`src/rtl/alu_seq.sv`:
```
// Registered, handshaked ALU: single-cycle ADD/SUB/logic/shift ops plus a
// WIDTH-cycle shift-add MUL, with accumulator operand mode and status flags.
module alu_seq #(
  parameter int unsigned WIDTH = 4
) (
  input  logic             clk,
  input  logic             reset,
  input  logic             start,
  input  logic             x,
  input  logic             y,
  input  logic             z,
  input  logic             w,
  input  logic             ci,
  input  logic             use_acc,
  input  logic [WIDTH-1:0] a,
  input  logic [WIDTH-1:0] b,
  output logic [WIDTH-1:0] g,
  output logic [WIDTH-1:0] h,
  output logic [WIDTH-1:0] c,
  output logic             zf,
  output logic             nf,
  output logic             cf,
  output logic             vf,
  output logic             err,
  output logic             busy,
  output logic             done
);

  localparam int unsigned CntW = (WIDTH > 2) ? $clog2(WIDTH) : 1;

  typedef enum logic [0:0] {StIdle, StMul} state_t;
  typedef enum logic [3:0] {OpAdd, OpSub, OpAnd, OpOr, OpXor, OpShl, OpShr, OpMul, OpIll} op_t;

  state_t             state_q;
  logic [WIDTH-1:0]   g_q, h_q, c_q, acc_q;
  logic               zf_q, nf_q, cf_q, vf_q, err_q, busy_q, done_q;
  logic [WIDTH-1:0]   mul_a_q, mul_b_q;
  logic [2*WIDTH-1:0] prod_q;
  logic [CntW-1:0]    cnt_q;

  op_t                op;
  logic [WIDTH-1:0]   op_a, b_eff, sum, carry_vec;
  logic               carry;
  logic [WIDTH-1:0]   res_g, res_c;
  logic               res_cf, res_vf;
  logic [2*WIDTH-1:0] addend, prod_d;
  logic               mul_last;

  always_comb begin
    op = OpIll;
    if (!x && y && !z)                op = OpAdd;
    else if (x && y && !z)            op = OpSub;
    else if (!x && !y && z && !w)     op = OpAnd;
    else if (!x && !y && z && w)      op = OpOr;
    else if (!x && !y && !z && !w)    op = OpXor;
    else if (x && !y && !z && w)      op = OpShl;
    else if (x && !y && z && !w)      op = OpShr;
    else if (x && !y && !z && !w)     op = OpMul;
  end

  // Ripple adder; SUB reuses it with B inverted and the caller's carry-in.
  always_comb begin
    op_a      = use_acc ? acc_q : a;
    b_eff     = (op == OpSub) ? ~b : b;
    sum       = '0;
    carry_vec = '0;
    carry     = ci;
    for (int i = 0; i < int'(WIDTH); i++) begin
      sum[i]       = op_a[i] ^ b_eff[i] ^ carry;
      carry        = (op_a[i] & b_eff[i]) | (op_a[i] & carry) | (b_eff[i] & carry);
      carry_vec[i] = carry;
    end
  end

  always_comb begin
    res_g  = '0;
    res_c  = '0;
    res_cf = 1'b0;
    res_vf = 1'b0;
    case (op)
      OpAdd, OpSub: begin
        res_g  = sum;
        res_c  = carry_vec;
        res_cf = carry_vec[WIDTH-1];
        res_vf = (op_a[WIDTH-1] == b_eff[WIDTH-1]) && (sum[WIDTH-1] != op_a[WIDTH-1]);
      end
      OpAnd: res_g = op_a & b;
      OpOr:  res_g = op_a | b;
      OpXor: res_g = op_a ^ b;
      OpShl: begin
        res_g  = {op_a[WIDTH-2:0], ci};
        res_cf = op_a[WIDTH-1];
      end
      OpShr: begin
        res_g  = {ci, op_a[WIDTH-1:1]};
        res_cf = op_a[0];
      end
      default: ;
    endcase
  end

  always_comb begin
    addend   = mul_b_q[cnt_q] ? ({{WIDTH{1'b0}}, mul_a_q} << cnt_q) : '0;
    prod_d   = prod_q + addend;
    mul_last = (cnt_q == CntW'(WIDTH - 1));
  end

  always_ff @(posedge clk) begin
    if (reset) begin
      state_q <= StIdle;
      g_q     <= '0;
      h_q     <= '0;
      c_q     <= '0;
      acc_q   <= '0;
      zf_q    <= 1'b0;
      nf_q    <= 1'b0;
      cf_q    <= 1'b0;
      vf_q    <= 1'b0;
      err_q   <= 1'b0;
      busy_q  <= 1'b0;
      done_q  <= 1'b0;
      mul_a_q <= '0;
      mul_b_q <= '0;
      prod_q  <= '0;
      cnt_q   <= '0;
    end else begin
      done_q <= 1'b0;
      case (state_q)
        StIdle: begin
          if (start) begin
            if (op == OpMul) begin
              mul_a_q <= op_a;
              mul_b_q <= b;
              prod_q  <= '0;
              cnt_q   <= '0;
              busy_q  <= 1'b1;
              state_q <= StMul;
            end else if (op == OpIll) begin
              // Results, flags and acc hold; only err and done move.
              err_q  <= 1'b1;
              done_q <= 1'b1;
            end else begin
              g_q    <= res_g;
              h_q    <= '0;
              c_q    <= res_c;
              zf_q   <= (res_g == '0);
              nf_q   <= res_g[WIDTH-1];
              cf_q   <= res_cf;
              vf_q   <= res_vf;
              acc_q  <= res_g;
              err_q  <= 1'b0;
              done_q <= 1'b1;
            end
          end
        end
        StMul: begin
          prod_q <= prod_d;
          cnt_q  <= cnt_q + 1'b1;
          if (mul_last) begin
            g_q     <= prod_d[WIDTH-1:0];
            h_q     <= prod_d[2*WIDTH-1:WIDTH];
            c_q     <= '0;
            zf_q    <= (prod_d[WIDTH-1:0] == '0);
            nf_q    <= prod_d[WIDTH-1];
            cf_q    <= |prod_d[2*WIDTH-1:WIDTH];
            vf_q    <= 1'b0;
            acc_q   <= prod_d[WIDTH-1:0];
            err_q   <= 1'b0;
            done_q  <= 1'b1;
            busy_q  <= 1'b0;
            state_q <= StIdle;
          end
        end
        default: state_q <= StIdle;
      endcase
    end
  end

  assign g    = g_q;
  assign h    = h_q;
  assign c    = c_q;
  assign zf   = zf_q;
  assign nf   = nf_q;
  assign cf   = cf_q;
  assign vf   = vf_q;
  assign err  = err_q;
  assign busy = busy_q;
  assign done = done_q;

endmodule

```
`config.mk`:
```
export PLATFORM = sky130hd
export DESIGN_NAME = alu_seq
export DESIGN_NICKNAME = d
export VERILOG_FILES = /design/src/rtl/alu_seq.sv
export SDC_FILE = /design/constraint.sdc
export NUM_CORES = 1
export LEC_CHECK = 0
export ABC_AREA = 1
export BUFFER_PORTS_ARGS = -buffer_cell sky130_fd_sc_hd__buf_2
export CAP_MARGIN = 40
export CORE_AREA = 2 2 87 89
export DETAILED_ROUTE_END_ITERATION = 16
export DIE_AREA = 0 0 89 91
export GPL_TIMING_DRIVEN = 0
export SYNTH_ARGS = -nofsm -noshare
export SYNTH_HDL_FRONTEND = slang
export SYNTH_SLANG_ARGS = --single-unit
```
`constraint.sdc`:
```
create_clock -name clk -period 4.3 [get_ports clk]
set_input_delay 0.43 -clock clk [delete_from_list [all_inputs] [get_ports clk]]
set_output_delay 0.43 -clock clk [all_outputs]
set_load 0.03 [all_outputs]
```
==> out/metrics.cfg <==
[yosys]
synth-async-reset-ratio = 0
synthesis.nets = 422
synth_top_area_frac = 0.2878
yosys-top-cells-count = nand2_1, inv_1, dfxtp_1, nand3_1, a21oi_1
synth_cells = 384
postSynthAreaPerCell_um2 = 6.702
yosys.area_share.adder = 0.1138
synth_xor_area_frac = 0.02042
ys_warn_count = 0
syn_area_um2 = 2574
synth-edff-count = 0
synth_cell_types = 32
synth_top_family_by_area = simple AND/OR/NAND/NOR gates
synth-seq-cells = 37
synth.top_cells.by_area = dfxtp_1, nand2_1, ha_1, nand3_1, inv_1
synth_ff_type = dfxtp_1
synth_most_common_cell = nand2_1
muxShareOfSynthArea = 0
yosys.area_share.simple = 0.3281
synth_compound_area_frac = 0.1439
ys_seq_area_frac = 0.2878
synth_top_area_cell = dfxtp_1

[die]
initial_utilization = 0.3606
io_pins = 36
coreArea_um2 = 7137
die_h_um = 91
dieArea_um2 = 8099
die-width_um = 89
std_cell_rows = 31

[drt]
viasPerCell = 4.983
drt_wl_total_mm = 7.095
wl_met1_mm = 3.138
drc = 0
wl_per_cell_um = 13.51
drtIter0Drc = 114
firstDrtPassIters = 4
antenna_left = 0
vias = 2616
wl_met2_mm = 3.559
wl_met3_um = 272
highest_layer = met4

[clock_network]
cts_resized = 0
cts_root_buffer = clkbuf_8
clk_pin_slew_ps = 80
insertion_delay_ps = 290
cts_sinks = 37
holdBufCountCts = 0
cts_tree = yes
htreeDepth = 2
cts_made_buffers = 5
postCtsSetupBuffers = 0
cts.path.max_buffers = 2

[setup_path]
end_kind = flip-flop
crit_family = adder cells
cp_cell_sequence = buf_2 -> inv_1 -> nand3_1 -> xor2_1 -> fa_1 -> fa_1 -> fa_1 -> inv_1 -> nand2_1 -> nand3_1 -> nand3_1 -> nor3_1 -> nand3_1 -> a21oi_1
path_common_cell = nand3_1
worstPathArrival_ps = 3390
crit_start = z
reg2reg_from = acc_q[0]
startpoint_type = primary input
cp.required_ps = 4530
crit_type = primary input to flip-flop
max_stage_delay_ps = 440
crit_buf_inv = 3
crit_path_top_delay_cell = fa_1
cp_max_fo = 4

[timing]
maxSlewHeadroom = 0.6050
period_needed_ps = 3159
drv_slew = 0
finalSetupViolCount = 0
grt_setup_unrepaired = no
clock_skew_ps = 6.447
fmax_ghz = 0.3165
fin_crit_sh = 0.7347
finalSetupTns_ps = 0
hold_violations = 0
tightest_slew_ps = 586.4

[grt]
grt_pass1_wl_mm = 11.94
antenna_found_initial = 0
grt_max_degree = 13
first_global_vias = 2526
grt_usage = 0.1875
grt_overflow_total = 0

[pwr]
powerDensity_nw_per_um2 = 270.5
power.leakage_nw = 1.436
total_power_mw = 0.8019
peakVddDrop_mv = 0.1487

[finish]
seqCellArea_um2 = 740.7
nets = 463
n_antenna_cell = 0
design_area_um2 = 2964
layout-drive-gt1-share = 0.1690
nFillCells = 773
area_growth_pct = 15.17
fin_util = 0.4153
multi_input_area_um2 = 1560

[run_status]
status = complete, no violations

[hold_path]
hp-class = flip-flop to flip-flop
min_from = busy

[placed_design]
dp_hpwl_mm = 5.670
place_congestion = 0.8722
dpl_cell_area_um2 = 2868
place.port_buffers = 34

[job]
max_cap_viol_count = 0

==> metrics by stage <==
stage / std cells / worst slack, ps / hold slack [ps]
after floorplan: 384 / 1437 / 429.2
after global placement: 517 / 889.8 / 442.3
after detailed placement: 517 / 830.7 / 445.3
after CTS: 525 / 1131 / 456.8
after global routing: 525 / 942.7 / 473.0
final: 525 / 1141 / 454.5
==> cells by family (layout without fill, tap and decap cells) <==
kind of cell,Yosys count,after routing
AND/OR/NAND/NOR,183,183
XOR/XNOR,6,6
adder cells (fa/ha/maj),21,21
AO/OA/AOI/OAI,70,70
flip-flops,37,37
buffers and inverters,67,109
==> layer usage <==
metal  track usage  vias to the layer above
li1              -                     1343
met1        0.2393                     1210
met5             0                        -
met3       0.03000                       11
met4       0.05348                        0
met2        0.3215                       52
==> flip-flops by register name (all words and copies together) (netlist names) <==
signal and flops:
acc_q 4, busy 1, c 4, cf 1
cnt_q 2, done 1, err 1, h 4
mul_a_q 4, mul_b_q 4, prod_q 8, state_q 1
vf 1, zf 1
==> power by group <==
part	leakage (nW)	internal, mW	total [mW]	switching, mW
registers	0.301	0.354	0.362	0.00843
logic	1.08	0.0595	0.182	0.123
clock network	0.0512	0.130	0.258	0.128
==> worst paths after layout <==
kind	cells after the start	to	slack (ps)
worst min register to register	2	busy	450
worst min-delay path	2	busy	450
worst max-delay path	14	zf	1140
worst max register to register	13	zf	1190
==> cells in the final DEF (no fill, tap or decap), types with 2 or more instances in the layout <==
cell	instances
a21oi_1	33
a31oi_1	4
and2_1	2
buf_2	39
buf_4	2
clkbuf_1	5
clkbuf_8	6
dfxtp_1	37
fa_1	4
ha_1	17
inv_1	47
inv_2	6
nand2_1	82
nand2_2	5
nand3_1	37
nand3b_1	2
nand4_1	11
nor2_1	29
nor2_2	4
nor2_4	4
nor3_1	5
o21ai_0	25
o21ai_1	4
xnor2_1	2
xor2_1	4
==> final cells by class <==
class	count	area share
clock inverter	2	0.004643
clock buffer	6	0.02786
tap	99	0.04179
sequential	37	0.2499
inverter	54	0.06838
multi-input combinational	280	0.5264
timing repair buffer	34	0.05741
buffer	13	0.02364
==> worst register-to-register path, delay by kind of cell, from the launching register on <==
family                   cells  cell delay [ps]
AO/OA/AOI/OAI                1              140
AND/OR/NAND/NOR              7              940
flip-flops                   1              410
buffers and inverters        2              250
adder cells (fa/ha/maj)      3             1310
(Power assumes the default switching activity.)
